`config.mk`:
```
export PLATFORM = sky130hd
export DESIGN_NAME = palette_ram_arbiter
export DESIGN_NICKNAME = d
export VERILOG_FILES = /design/src/rtl/palette_ram_arbiter.sv
export SDC_FILE = /design/constraint.sdc
export NUM_CORES = 1
export LEC_CHECK = 0
export CORE_UTILIZATION = 45
export DETAILED_ROUTE_END_ITERATION = 10
export GPL_TIMING_DRIVEN = 1
export PLACE_DENSITY = 0.85
export SLEW_MARGIN = 10
export SYNTH_ARGS = -nofsm -noshare
export SYNTH_HDL_FRONTEND = slang
export SYNTH_SLANG_ARGS = --single-unit
```
`constraint.sdc`:
```
create_clock -name clk -period 2.5 [get_ports clk]
set_input_delay 0.25 -clock clk [delete_from_list [all_inputs] [get_ports clk]]
set_output_delay 0.25 -clock clk [all_outputs]
set_load 0.02 [all_outputs]
```
`src/rtl/palette_ram_arbiter.sv`:
```
// Shares a single-port 64x15 palette BRAM between video pixel lookups and the
// HPS palette loader. Video reads own their slot; loader words fill idle slots.
module palette_ram_arbiter #(
    parameter int ENTRIES = 64,
    parameter int IDX_W   = 6,
    parameter int DW      = 15
) (
    input  logic              clk,
    input  logic              reset,
    input  logic              pix_ce_n,
    input  logic [IDX_W-1:0]  color,
    output logic [DW-1:0]     pixel,
    input  logic              ioctl_download,
    input  logic              ioctl_wr,
    input  logic [IDX_W:0]    ioctl_addr,
    input  logic [7:0]        ioctl_dout,
    output logic              ioctl_wait,
    output logic [IDX_W-1:0]  ram_addr,
    output logic              ram_we,
    output logic [DW-1:0]     ram_din,
    input  logic [DW-1:0]     ram_dout,
    output logic              pal_valid,
    output logic              load_err
);

    localparam logic [IDX_W:0] FULL_CNT = (IDX_W+1)'(ENTRIES);

    typedef enum logic [1:0] {IDLE, LOAD, FLUSH} state_t;

    state_t state, state_nxt;

    logic             dl_q, pix_q, start_req;
    logic [7:0]       lo;
    logic [IDX_W-1:0] lo_idx;
    logic             lo_v;
    logic [DW-1:0]    pend_data, skid_data;
    logic [IDX_W-1:0] pend_idx, skid_idx;
    logic             pend_v, skid_v;
    logic [IDX_W:0]   wcnt;

    logic             load_active, start_load, flush_done;
    logic             dl_rise, dl_fall;
    logic             byte_in, idx_match, word_ok;
    logic             write_slot;
    logic             pend_take_skid, pend_take_word, skid_take_word;
    logic [DW-1:0]    new_word;
    logic [IDX_W-1:0] byte_idx;
    logic             unused_dout_msb;

    assign dl_rise  = ioctl_download & ~dl_q;
    assign dl_fall  = ~ioctl_download & dl_q;
    assign byte_idx = ioctl_addr[IDX_W:1];
    assign new_word = {ioctl_dout[DW-9:0], lo};
    assign unused_dout_msb = ioctl_dout[7];

    assign byte_in   = ioctl_wr & load_active;
    assign idx_match = lo_v && (lo_idx == byte_idx);
    assign word_ok   = byte_in & ioctl_addr[0] & idx_match;

    // The read slot and the cycle its data is on ram_dout are both off-limits.
    assign write_slot = pend_v & ~pix_ce_n & ~pix_q & ~reset;

    assign pend_take_skid = write_slot & skid_v;
    assign pend_take_word = word_ok & (write_slot ? ~skid_v : ~pend_v);
    assign skid_take_word = word_ok & (write_slot ? skid_v : (pend_v & ~skid_v));

    assign ram_we   = write_slot;
    assign ram_addr = pix_ce_n ? color : (write_slot ? pend_idx : '0);
    assign ram_din  = pend_data;

    always_ff @(posedge clk) begin
        if (reset) state <= IDLE;
        else       state <= state_nxt;
    end

    always_comb begin
        // NOTE: default first so every path assigns state_nxt and no latch is inferred.
        state_nxt = state;
        case (state)
            IDLE:    if (dl_rise || (start_req && ioctl_download)) state_nxt = LOAD;
            LOAD:    if (dl_fall) state_nxt = FLUSH;
            FLUSH:   if (!pend_v && !skid_v) state_nxt = IDLE;
            default: state_nxt = IDLE;
        endcase
    end

    always_comb begin
        load_active = (state == LOAD);
        start_load  = (state == IDLE)  && (state_nxt == LOAD);
        flush_done  = (state == FLUSH) && (state_nxt == IDLE);
    end

    always_ff @(posedge clk) begin
        if (reset) begin
            pixel      <= '0;
            ioctl_wait <= 1'b0;
            pal_valid  <= 1'b0;
            load_err   <= 1'b0;
            pend_v     <= 1'b0;
            skid_v     <= 1'b0;
            lo_v       <= 1'b0;
            wcnt       <= '0;
            dl_q       <= 1'b0;
            pix_q      <= 1'b0;
            start_req  <= 1'b0;
        end else begin
            dl_q       <= ioctl_download;
            pix_q      <= pix_ce_n;
            ioctl_wait <= pend_v | skid_v;

            if (pix_q) pixel <= ram_dout;

            // A session requested during FLUSH is remembered until IDLE can take it.
            if (start_load || !ioctl_download) start_req <= 1'b0;
            else if (dl_rise && state != IDLE) start_req <= 1'b1;

            if (start_load) begin
                pal_valid <= 1'b0;
                load_err  <= 1'b0;
                wcnt      <= '0;
                lo_v      <= 1'b0;
            end else begin
                if (write_slot && wcnt != FULL_CNT) wcnt <= wcnt + 1'b1;
                if (byte_in) begin
                    if (!ioctl_addr[0])  lo_v     <= 1'b1;
                    else if (idx_match)  lo_v     <= 1'b0;
                    else                 load_err <= 1'b1;
                end
            end

            if (flush_done) pal_valid <= (wcnt == FULL_CNT) && !load_err;

            pend_v <= (write_slot ? skid_v : pend_v) | pend_take_word;
            skid_v <= (skid_v & ~write_slot) | skid_take_word;
        end
    end

    // NOTE: payload registers carry no reset; their valid flags alone decide use.
    always_ff @(posedge clk) begin
        if (byte_in && !ioctl_addr[0]) begin
            lo     <= ioctl_dout;
            lo_idx <= byte_idx;
        end
        if (pend_take_skid) begin
            pend_data <= skid_data;
            pend_idx  <= skid_idx;
        end else if (pend_take_word) begin
            pend_data <= new_word;
            pend_idx  <= byte_idx;
        end
        if (skid_take_word) begin
            skid_data <= new_word;
            skid_idx  <= byte_idx;
        end
    end

endmodule

```
==> implementation parameters, run 1 <==
Parameter                              Value

Worst setup path
  Endpoint kind of the worst setup timing path ... output port
  R2r startpoint ... pend_v
  Element type at the critical path start ... input port
  Worst reg2reg endpoint ... skid_idx[4]
  Register-to-register path setup slack ... 0.53 ns
  Maximum fanout along the worst path ... 8
  Required time at the worst-slack endpoint ... 2.25 ns
  Critical path arrival ... 2.19 ns
  Worst r2r path cells ... 6
  Critical path type ... in2out

Detailed routing
  Total DRC errors in the routed layout ... 0
  Routed wire per std cell ... 15.3 um
  Total vias in the final route ... 2221
  Via/cell ratio ... 5.11
  DR pass1 iterations ... 4
  Post-route antenna net violation count ... 0
  Number of DRC markers after the initial detailed-route iteration ... 172
  Detailed-route wire length ... 6640 um

Clock tree
  TritonCTS clock tree ... yes
  Clock sink count ... 89
  Post-CTS Setup Repair Bufs ... 0
  Skew-Pair Late Insertion Delay ... 0.36 ns
  CTS clk-pin slew, worst paths ... 0.09 ns
  Cell at the root of the clock tree ... sky130_fd_sc_hd__clkbuf_8
  Clock buffer count from CTS ... 9
  Worst-case clock buffer depth ... 2
  Htree depth ... 3

Run status
  Outcome ... completed

Yosys
  Adder and majority gate portion of the synthesized area ... 0.712%
  Number of warnings issued by yosys ... 0
  Number of standard cells after synthesis ... 239
  Xor/xnor cell area share of the yosys netlist ... 2.74%
  Main flop type after synthesis ... sky130_fd_sc_hd__edfxtp_1
  Simple-gate portion of the synthesized area ... 9.72%
  Average instance area after synthesis ... 14.7 sq um
  Area leader, netlist ... sky130_fd_sc_hd__edfxtp_1
  Async set or reset register ratio after synthesis ... 0%
  Fraction of synthesized area in multiplexers ... 13.5%
  Cell area after technology mapping ... 3520 sq um
  Distinct cell type count of the synthesized netlist ... 39
  Most used standard cells in the synthesized netlist ... sky130_fd_sc_hd__edfxtp_1 (56), sky130_fd_sc_hd__dfxtp_1 (33), sky130_fd_sc_hd__nor2_1 (26)
  Compound-Gate Fraction of Synth Area ... 4.45%
  Top cells by area in the synthesized netlist ... sky130_fd_sc_hd__edfxtp_1 (48%), sky130_fd_sc_hd__dfxtp_1 (19%), sky130_fd_sc_hd__mux2_4 (7.7%)
  Combinational family with the most area after synthesis ... multiplexers
  Count leader, synth ... sky130_fd_sc_hd__edfxtp_1
  Syn_nets ... 282
  Sequential cell area fraction in the yosys report ... 66.6%
  Top cell type's share of synthesized area ... 47.8%
  EDFF count, synth ... 56
  Flop and latch count out of synthesis ... 89

STA
  Slew Limit Headroom ... 72.2%
  Final Hold Fails ... 0
  Worst Slack Setup Final ... 0.0626 ns
  Transition time of the tightest slew-check pin ... 0.407 ns
  Achievable clock frequency ... 0.410 GHz
  Tightest hold margin ... 0.449 ns
  Count of endpoints failing setup in the final report ... 0
  Final period utilization ... 97.5%
  Clock tree skew after final layout ... 0.0119 ns
  Minimum clock period after layout ... 2.44 ns
  Final number of max-transition violations ... 0

Global routing
  Number of global-route vias before repair ... 2187
  Grt ovf ... 0
  Pin count of the biggest net entering global routing ... 27
  Combined global-route utilization of all metal layers ... 17.2%
  First-pass GRT wire length ... 10700 um
  Initial antenna violation count ... 0

Finish
  Fin util ... 63.2%
  Count of nets after finishing ... 374
  Post-route insts no fill ... 435
  Number of inserted diodes ... 0
  Area growth from synthesis to layout ... 33.1%
  Count of fill cells added during filler insertion ... 529
  Fraction of final layout cells sized beyond drive strength 1 ... 15.2%

Die
  Std cell rows ... 31
  Core footprint ... 7410 sq um
  Vertical die dimension ... 90.4 um
  Starting density of the core ... 47.5%
  Die span in x ... 90.4 um
  Area enclosed by the die boundary ... 8170 sq um
  Boundary pin count ... 81

Power and ir drop
  Switching part of the total power ... 22.5%
  Sw Pwr ... 634 uW
  Power density of the placed cells ... 602 nW/um^2
  Maximum resistive drop on vdd ... 383 uV
  Reported leakage power ... 0.00174 uW
  Combinational group share of total power ... 7.9%
  Clock Power Share ... 35.7%
  Cell-internal power ... 2180 uW
  Portion of total power attributed to sequential cells ... 56.3%

Placed design
  Final weighted congestion of routability-driven global placement ... 0.807
  Count of input and output buffers ... 80
  Placement Setup Slack ... 0.0538 ns
  DP Cell Count ... 419
  Detailed placement HPWL ... 4620 um

Worst hold path
  Path type of the worst min-delay path ... in2reg
  Hold Path Stages ... 1
  Worst Hold Launch ... ioctl_dout[7]
  Worst-case hold path end point ... lo[7]

Flow run
  Max cap viols ... 0
[power by group through the flow]
stage,registers [uW],clock network (uW),logic [uW]
6_report,1590,1010,223
5_1_grt,1590,1090,239
4_1_cts,1590,1030,225
3_5_place_dp,1620,0,224
3_3_place_gp,1620,0,219
2_1_floorplan,1630,0,85.2
[routing by layer]
metal | wire length, um | GRT usage [%] | share of wire, %
met2 | 3180 | 27.8 | 48
met4 | 192 | 9.54 | 2.9
met5 | 0 | 0 | 0
met1 | 2900 | 21.0 | 44
met3 | 370 | 4.55 | 5.6
[repair_timing]
item	CTS	global route
gates resized for setup	1	3
setup endpoints to repair	7	6
hold buffers	0	0
[cells in the final DEF, fill, tap and decap left out, types with 3 or more instances in the layout]
cell type,netlist,routed
sky130_fd_sc_hd__a21oi_1,4,4
sky130_fd_sc_hd__a22o_1,6,6
sky130_fd_sc_hd__buf_4,1,8
sky130_fd_sc_hd__clkbuf_8,0,9
sky130_fd_sc_hd__clkdlybuf4s50_1,0,78
sky130_fd_sc_hd__dfxtp_1,33,32
sky130_fd_sc_hd__edfxtp_1,56,56
sky130_fd_sc_hd__mux2_2,3,3
sky130_fd_sc_hd__mux2_4,18,18
sky130_fd_sc_hd__mux2i_1,17,17
sky130_fd_sc_hd__nand2_1,9,9
sky130_fd_sc_hd__nand4_1,5,5
sky130_fd_sc_hd__nor2_1,26,26
sky130_fd_sc_hd__nor2b_1,6,6
sky130_fd_sc_hd__o21ai_0,6,6
sky130_fd_sc_hd__xnor2_1,7,7
sky130_fd_sc_hd__xor2_1,4,4
[sequential cells by signal (all words and copies together), names as in the netlist]
| register | flops |
|---|---|
| dl_q | 1 |
| ioctl_wait | 1 |
| lo | 8 |
| lo_idx | 6 |
| lo_v | 1 |
| load_err | 1 |
| pal_valid | 1 |
| pend_idx | 6 |
| pend_v | 1 |
| pix_q | 1 |
| pixel | 15 |
| ram_din | 15 |
| skid_data | 15 |
| skid_idx | 6 |
| skid_v | 1 |
| start_req | 1 |
| state | 2 |
| wcnt | 7 |
[through the flow]
step | area [sq um] | setup TNS (ns) | total power, uW
after global routing | 4680 | -0.00396 | 2920
after floorplan | 3520 | -0.891 | 1720
final | 4680 | 0 | 2820
after detailed placement | 4470 | 0 | 1850
after global placement | 4470 | 0 | 1840
after CTS | 4670 | 0 | 2850
[worst max path at each step]
stage	startpoint	endpoint	slack (ns)	cells after the start
floorplan	pix_q	pend_idx[0]	-0.04	4
global placement	pix_ce_n	ram_we	0.08	5
detailed placement	pix_ce_n	ram_addr[3]	0.05	5
CTS	pend_v	ram_addr[3]	0.03	4
global route	pend_v	ram_we	-0.002	4
finish	pix_ce_n	ram_addr[3]	0.06	5
[final cells by class]
cell class                      count  area (sq um)  share of cell area, %
Sequential cell                    89          2340                   50.1
Tap cell                           99           124                   2.65
Timing Repair Buffer               90           906                   19.4
Clock buffer                       10           128                   2.73
Inverter                            3          13.8                  0.294
Multi-Input combinational cell    138          1090                   23.4
Clock inverter                      6          72.6                   1.55
[cell families after synthesis]
group,Yosys count
AO/OA/AOI/OAI,23
XOR/XNOR,11
adder cells (fa/ha/maj),2
buffers and inverters,12
flip-flops,89
multiplexers,38
AND/OR/NAND/NOR,64
[critical path: stages]
cell and delay, ns:
sky130_fd_sc_hd__clkdlybuf4s50_1 0.43, sky130_fd_sc_hd__or4b_4 0.58, sky130_fd_sc_hd__inv_4 0.16, sky130_fd_sc_hd__a22o_1 0.17, sky130_fd_sc_hd__clkdlybuf4s50_1 0.60
(Power assumes the default switching activity.)
==> run 2: changes to the inputs <==
CELL_PAD_IN_SITES_DETAIL_PLACEMENT = 0   (was default)
CELL_PAD_IN_SITES_GLOBAL_PLACEMENT = 1   (was default)
CORE_UTILIZATION = 36   (was 45)
PLACE_DENSITY = 0.84   (was 0.85)
==> run 2 against run 1 <==
Global-route usage down 3.3 points; sequential share of layout area fell by 0.50 points; sequential cell count did not move; register-to-register slack barely moved; critical path type unchanged; largest power group unchanged; highest routed layer unchanged.
==> implementation parameters, run 2 (synthesis gave the netlist of run 1 again) <==
Parameter                              Value

Placed design
  Final weighted congestion of routability-driven global placement ... 0.719
  Placement Setup Slack ... 0.0663 ns
  DP Cell Count ... 451
  Detailed placement HPWL ... 4710 um
  Placed cell areas ... 4500 sq um
  Count of input and output buffers ... 80

Clock tree
  Number of buffers added to fix hold violations after cts ... 0
  Post-CTS Setup Repair Bufs ... 0
  Skew-Pair Late Insertion Delay ... 0.35 ns
  Number of gates resized after CTS ... 3
  Htree depth ... 3
  TritonCTS clock tree ... yes
  Cell at the root of the clock tree ... sky130_fd_sc_hd__clkbuf_8
  Clock sink count ... 89
  Clock buffer count from CTS ... 9
  CTS clk-pin slew, worst paths ... 0.09 ns
  Worst-case clock buffer depth ... 2

Global routing
  Grt ovf ... 0
  Number of global-route vias before repair ... 2114
  Pin count of the biggest net entering global routing ... 27
  Combined global-route utilization of all metal layers ... 14.0%
  First-pass GRT wire length ... 10500 um
  Initial antenna violation count ... 0

Detailed routing
  Number of DRC markers after the initial detailed-route iteration ... 97
  Via/cell ratio ... 4.60
  Post-route antenna net violation count ... 0
  Total DRC errors in the routed layout ... 0
  Total vias in the final route ... 2147
  Detailed-route wire length ... 6660 um
  DR pass1 iterations ... 4
  Routed wire per std cell ... 14.3 um

Die
  Boundary pin count ... 81
  Vertical die dimension ... 101 um
  Std cell rows ... 35
  Starting density of the core ... 37.5%
  Area enclosed by the die boundary ... 10200 sq um
  Die span in x ... 101 um
  Core footprint ... 9370 sq um

Worst setup path
  Required time at the worst-slack endpoint ... 2.25 ns
  Endpoint kind of the worst setup timing path ... output port
  Setup crit end ... ram_we
  Worst r2r path cells ... 6
  Worst reg2reg endpoint ... ram_din[6]
  Source of the critical timing path ... pix_ce_n
  Element type at the critical path start ... input port
  Register-to-register path setup slack ... 0.54 ns
  Maximum fanout along the worst path ... 8
  Critical path type ... in2out
  R2r startpoint ... pend_v
  Critical path arrival ... 2.17 ns

Power and ir drop
  Power density of the placed cells ... 618 nW/um^2
  Overall power after layout ... 2920 uW
  Maximum resistive drop on vdd ... 354 uV
  Reported leakage power ... 0.00175 uW

Finish
  Most common cell after layout, fill and taps aside ... sky130_fd_sc_hd__clkdlybuf4s50_1
  Count of fill cells added during filler insertion ... 843
  Post-route standard cell area excluding fillers ... 4730 sq um
  Commonest cells after routing, fill and taps aside ... sky130_fd_sc_hd__clkdlybuf4s50_1 (77), sky130_fd_sc_hd__edfxtp_1 (56), sky130_fd_sc_hd__dfxtp_1 (32)
  Count of nets after finishing ... 376
  Post-route insts no fill ... 467
  Number of inserted diodes ... 0
  Area growth from synthesis to layout ... 34.5%
  Fraction of final layout cells sized beyond drive strength 1 ... 16.0%

Run status
  Outcome ... completed

STA
  Slew Limit Headroom ... 70.2%
  Worst Slack Setup Final ... 0.0845 ns
  Minimum clock period after layout ... 2.42 ns
  Final period utilization ... 96.6%
  Achievable clock frequency ... 0.414 GHz
  Transition time of the tightest slew-check pin ... 0.436 ns
  Clock tree skew after final layout ... 0.00880 ns
  Final Hold Fails ... 0
  Count of endpoints failing setup in the final report ... 0
  Final number of max-transition violations ... 0

Worst hold path
  Path type of the worst min-delay path ... in2reg
  Worst Hold Launch ... ioctl_dout[7]

Flow run
  Max cap viols ... 0
[run 2: changes by cell type in the layout (fill, tap and decap cells not counted), sizes merged]
cell           before  now
clkdlybuf4s50      78   77
clkbuf             10    9
bufinv              1    2
dlymetal6s2s        2    1
clkinv              2    4
buf                10   12
inv                 6    4
dlygate4sd2         0    2
[run 2: how the worst min path moves through the flow]
stage	end	slack [ns]	cells past startpoint
global placement	skid_data[5]	0.43	0
floorplan	lo[0]	0.35	0
detailed placement	skid_data[5]	0.44	0
CTS	lo[7]	0.44	1
finish	lo[7]	0.45	1
global route	lo[7]	0.44	1
[run 2: cell type report]
type | instances | area, sq um | share of cell area [%]
Clock buffer | 9 | 124 | 2.62
Multi-Input combinational cell | 138 | 1090 | 23.1
Inverter | 3 | 12.5 | 0.265
Sequential cell | 89 | 2340 | 49.6
Clock inverter | 7 | 103 | 2.17
Timing Repair Buffer | 92 | 891 | 18.8
Tap cell | 129 | 161 | 3.41
[run 2: per-layer routing]
layer / part of all wire (%) / track usage (%) / wire length (um) / up-vias
li1: - / - / - / 1069
met1: 48 / 17.9 / 3230 / 1008
met2: 45 / 22.5 / 3000 / 64
met3: 5.6 / 3.74 / 370 / 6
met4: 0.93 / 5.46 / 62 / 0
met5: 0 / 0 / 0 / -
[run 2: where the power goes]
part	internal, uW	total (uW)	switching, uW
logic	130	221	91.6
registers	1580	1590	11.5
clock network	575	1110	536
total	2280	2920	640
[run 2: metrics by stage]
step | setup TNS, ns | util [%] | hold slack [ns]
after floorplan | -0.891 | - | 0.349
after global placement | 0 | 48.0 | 0.435
after detailed placement | 0 | 48.0 | 0.442
after CTS | 0 | 50.4 | 0.436
after global routing | -0.000421 | 50.5 | 0.444
final | 0 | 50.5 | 0.452
[run 2: critical path, stage by stage]
cell and delay [ns]:
sky130_fd_sc_hd__clkdlybuf4s50_1 0.42, sky130_fd_sc_hd__or4b_4 0.55, sky130_fd_sc_hd__clkinv_2 0.17, sky130_fd_sc_hd__buf_4 0.17, sky130_fd_sc_hd__clkdlybuf4s50_1 0.59
==> run 3: changes to the inputs <==
HOLD_SLACK_MARGIN = 0.03   (was default)
MAX_ROUTING_LAYER = met4   (was default)
==> run 3 against run 2 <==
Final area is the same; sequential cell count is the same; largest cell class unchanged; via count grew 0.47%; largest power group unchanged; critical path type unchanged.
==> implementation parameters, run 3 (synthesis gave the netlist of run 1 again) <==
Parameter                              Value

Detailed routing
  Post-route antenna net violation count ... 0
  Routed wire per std cell ... 14.2 um
  Total vias in the final route ... 2157
  Total DRC errors in the routed layout ... 0
  Number of DRC markers after the initial detailed-route iteration ... 99
  Detailed-route wire length ... 6650 um
  Via/cell ratio ... 4.62
  DR pass1 iterations ... 4

Placed design
  Final weighted congestion of routability-driven global placement ... 0.727
  DP Cell Count ... 451
  Count of input and output buffers ... 80
  Detailed placement HPWL ... 4710 um

Global routing
  Pin count of the biggest net entering global routing ... 27
  Combined global-route utilization of all metal layers ... 14.4%
  Initial antenna violation count ... 0
  Number of global-route vias before repair ... 2117
  Grt ovf ... 0
  First-pass GRT wire length ... 10600 um

Worst hold path
  Worst-case hold path end point ... lo[7]
  Hold Path Stages ... 1
  Path type of the worst min-delay path ... in2reg
  Worst Hold Launch ... ioctl_dout[7]

Die
  Starting density of the core ... 37.5%
  Std cell rows ... 35
  Area enclosed by the die boundary ... 10200 sq um
  Boundary pin count ... 81
  Die span in x ... 101 um
  Core footprint ... 9370 sq um
  Vertical die dimension ... 101 um

STA
  Slew Limit Headroom ... 71.6%
  Setup TNS after final layout ... 0 ns
  Count of endpoints failing setup in the final report ... 0
  Achievable clock frequency ... 0.414 GHz
  Transition time of the tightest slew-check pin ... 0.416 ns
  Final Hold Fails ... 0
  Tightest hold margin ... 0.453 ns
  Final period utilization ... 96.6%
  Final number of max-transition violations ... 0
  Clock tree skew after final layout ... 0.00935 ns
  Minimum clock period after layout ... 2.42 ns

Worst setup path
  Critical path arrival ... 2.17 ns
  Register-to-register path setup slack ... 0.54 ns
  Critical Path Most Common Cell ... sky130_fd_sc_hd__clkdlybuf4s50_1
  Endpoint kind of the worst setup timing path ... output port
  Source of the critical timing path ... pix_ce_n
  Required time at the worst-slack endpoint ... 2.25 ns
  Worst reg2reg endpoint ... ram_din[6]
  Critical path, cell by cell ... clkdlybuf4s50_1, or4b_4, clkinv_2, buf_4, clkdlybuf4s50_1
  Critical path type ... in2out
  Element type at the critical path start ... input port
  Library cell contributing the largest single delay on the critical path ... sky130_fd_sc_hd__clkdlybuf4s50_1
  Worst r2r path cells ... 6
  Critical Path Max Stage Delay ... 0.59 ns
  R2r startpoint ... pend_v
  Maximum fanout along the worst path ... 8

Finish
  Commonest cells after routing, fill and taps aside ... sky130_fd_sc_hd__clkdlybuf4s50_1 (77), sky130_fd_sc_hd__edfxtp_1 (56), sky130_fd_sc_hd__dfxtp_1 (32)
  Number of inserted diodes ... 0
  Count of nets after finishing ... 376
  Most common cell after layout, fill and taps aside ... sky130_fd_sc_hd__clkdlybuf4s50_1
  Fraction of final layout cells sized beyond drive strength 1 ... 16.0%
  Post-route insts no fill ... 467
  Count of fill cells added during filler insertion ... 843
  Area growth from synthesis to layout ... 34.5%

Power and ir drop
  Sw Pwr ... 636 uW
  Reported leakage power ... 0.00175 uW
  Switching part of the total power ... 21.8%
  Power density of the placed cells ... 617 nW/um^2
  Clock Power Share ... 38.0%
  Portion of total power attributed to sequential cells ... 54.4%
  Cell-internal power ... 2280 uW
  Maximum resistive drop on vdd ... 354 uV
  Combinational group share of total power ... 7.6%

Clock tree
  Clock buffer count from CTS ... 9
  CTS clk-pin slew, worst paths ... 0.09 ns
  Htree depth ... 3
  Worst-case clock buffer depth ... 2
  Cell at the root of the clock tree ... sky130_fd_sc_hd__clkbuf_8
  TritonCTS clock tree ... yes
  Skew-Pair Late Insertion Delay ... 0.35 ns
  Clock sink count ... 89
  Post-CTS Setup Repair Bufs ... 0

Run status
  Outcome ... completed

Flow run
  Max cap viols ... 0
## run 3: worst max path at each step
| stage | slack, ns | endpoint |
|---|---|---|
| floorplan | -0.04 | pend_idx[0] |
| global placement | 0.09 | ram_we |
| detailed placement | 0.07 | ram_addr[0] |
| CTS | 0.06 | ram_we |
| global route | -0.0004 | ram_we |
| finish | 0.08 | ram_we |
## run 3: critical path: cells and delay by family
kind	cells	cell delay, ns
buffers and inverters	4	1.35
AND/OR/NAND/NOR	1	0.55
## run 3: cell type report
cell class                      count  area [sq um]  share of cell area (%)
Sequential cell                    89          2340                    49.6
Multi-Input combinational cell    138          1090                    23.1
Timing Repair Buffer               92           891                    18.8
Tap cell                          129           161                    3.41
Clock buffer                        9           124                    2.62
Clock inverter                      7           103                    2.17
Inverter                            3          12.5                   0.265
## run 3: power by group through the flow
| stage | Combinational, uW | Sequential [uW] | Clock, uW |
|---|---|---|---|
| after detailed placement | 225 | 1620 | 0 |
| final | 221 | 1590 | 1110 |
| after floorplan | 85.2 | 1630 | 0 |
| after global routing | 240 | 1590 | 1190 |
| after CTS | 225 | 1590 | 1140 |
| after global placement | 219 | 1620 | 0 |
## run 3: what timing repair did
item	CTS	global route
gates cloned	0	0
gates resized for setup	3	1
setup endpoints to repair	4	1
hold buffers	0	0
## run 3: metal layers
layer / GRT usage [%] / up-vias / wire length, um
li1: - / 1069 / -
met3: 3.54 / 6 / 351
met1: 18.2 / 1018 / 3230
met5: - / - / 0
met4: 5.46 / 0 / 60
met2: 22.5 / 64 / 3010
## run 3: metrics by stage
| stage | util (%) | worst slack [ns] | instance area [sq um] | power [uW] |
|---|---|---|---|---|
| finish | 50.5 | 0.0845 | 4730 | 2920 |
| global route | 50.5 | -0.000425 | 4730 | 3020 |
| CTS | 50.4 | 0.0591 | 4730 | 2950 |
| detailed placement | 48.0 | 0.0663 | 4500 | 1850 |
| global placement | 48.0 | 0.0922 | 4500 | 1840 |
| floorplan | - | -0.0424 | 3520 | 1720 |
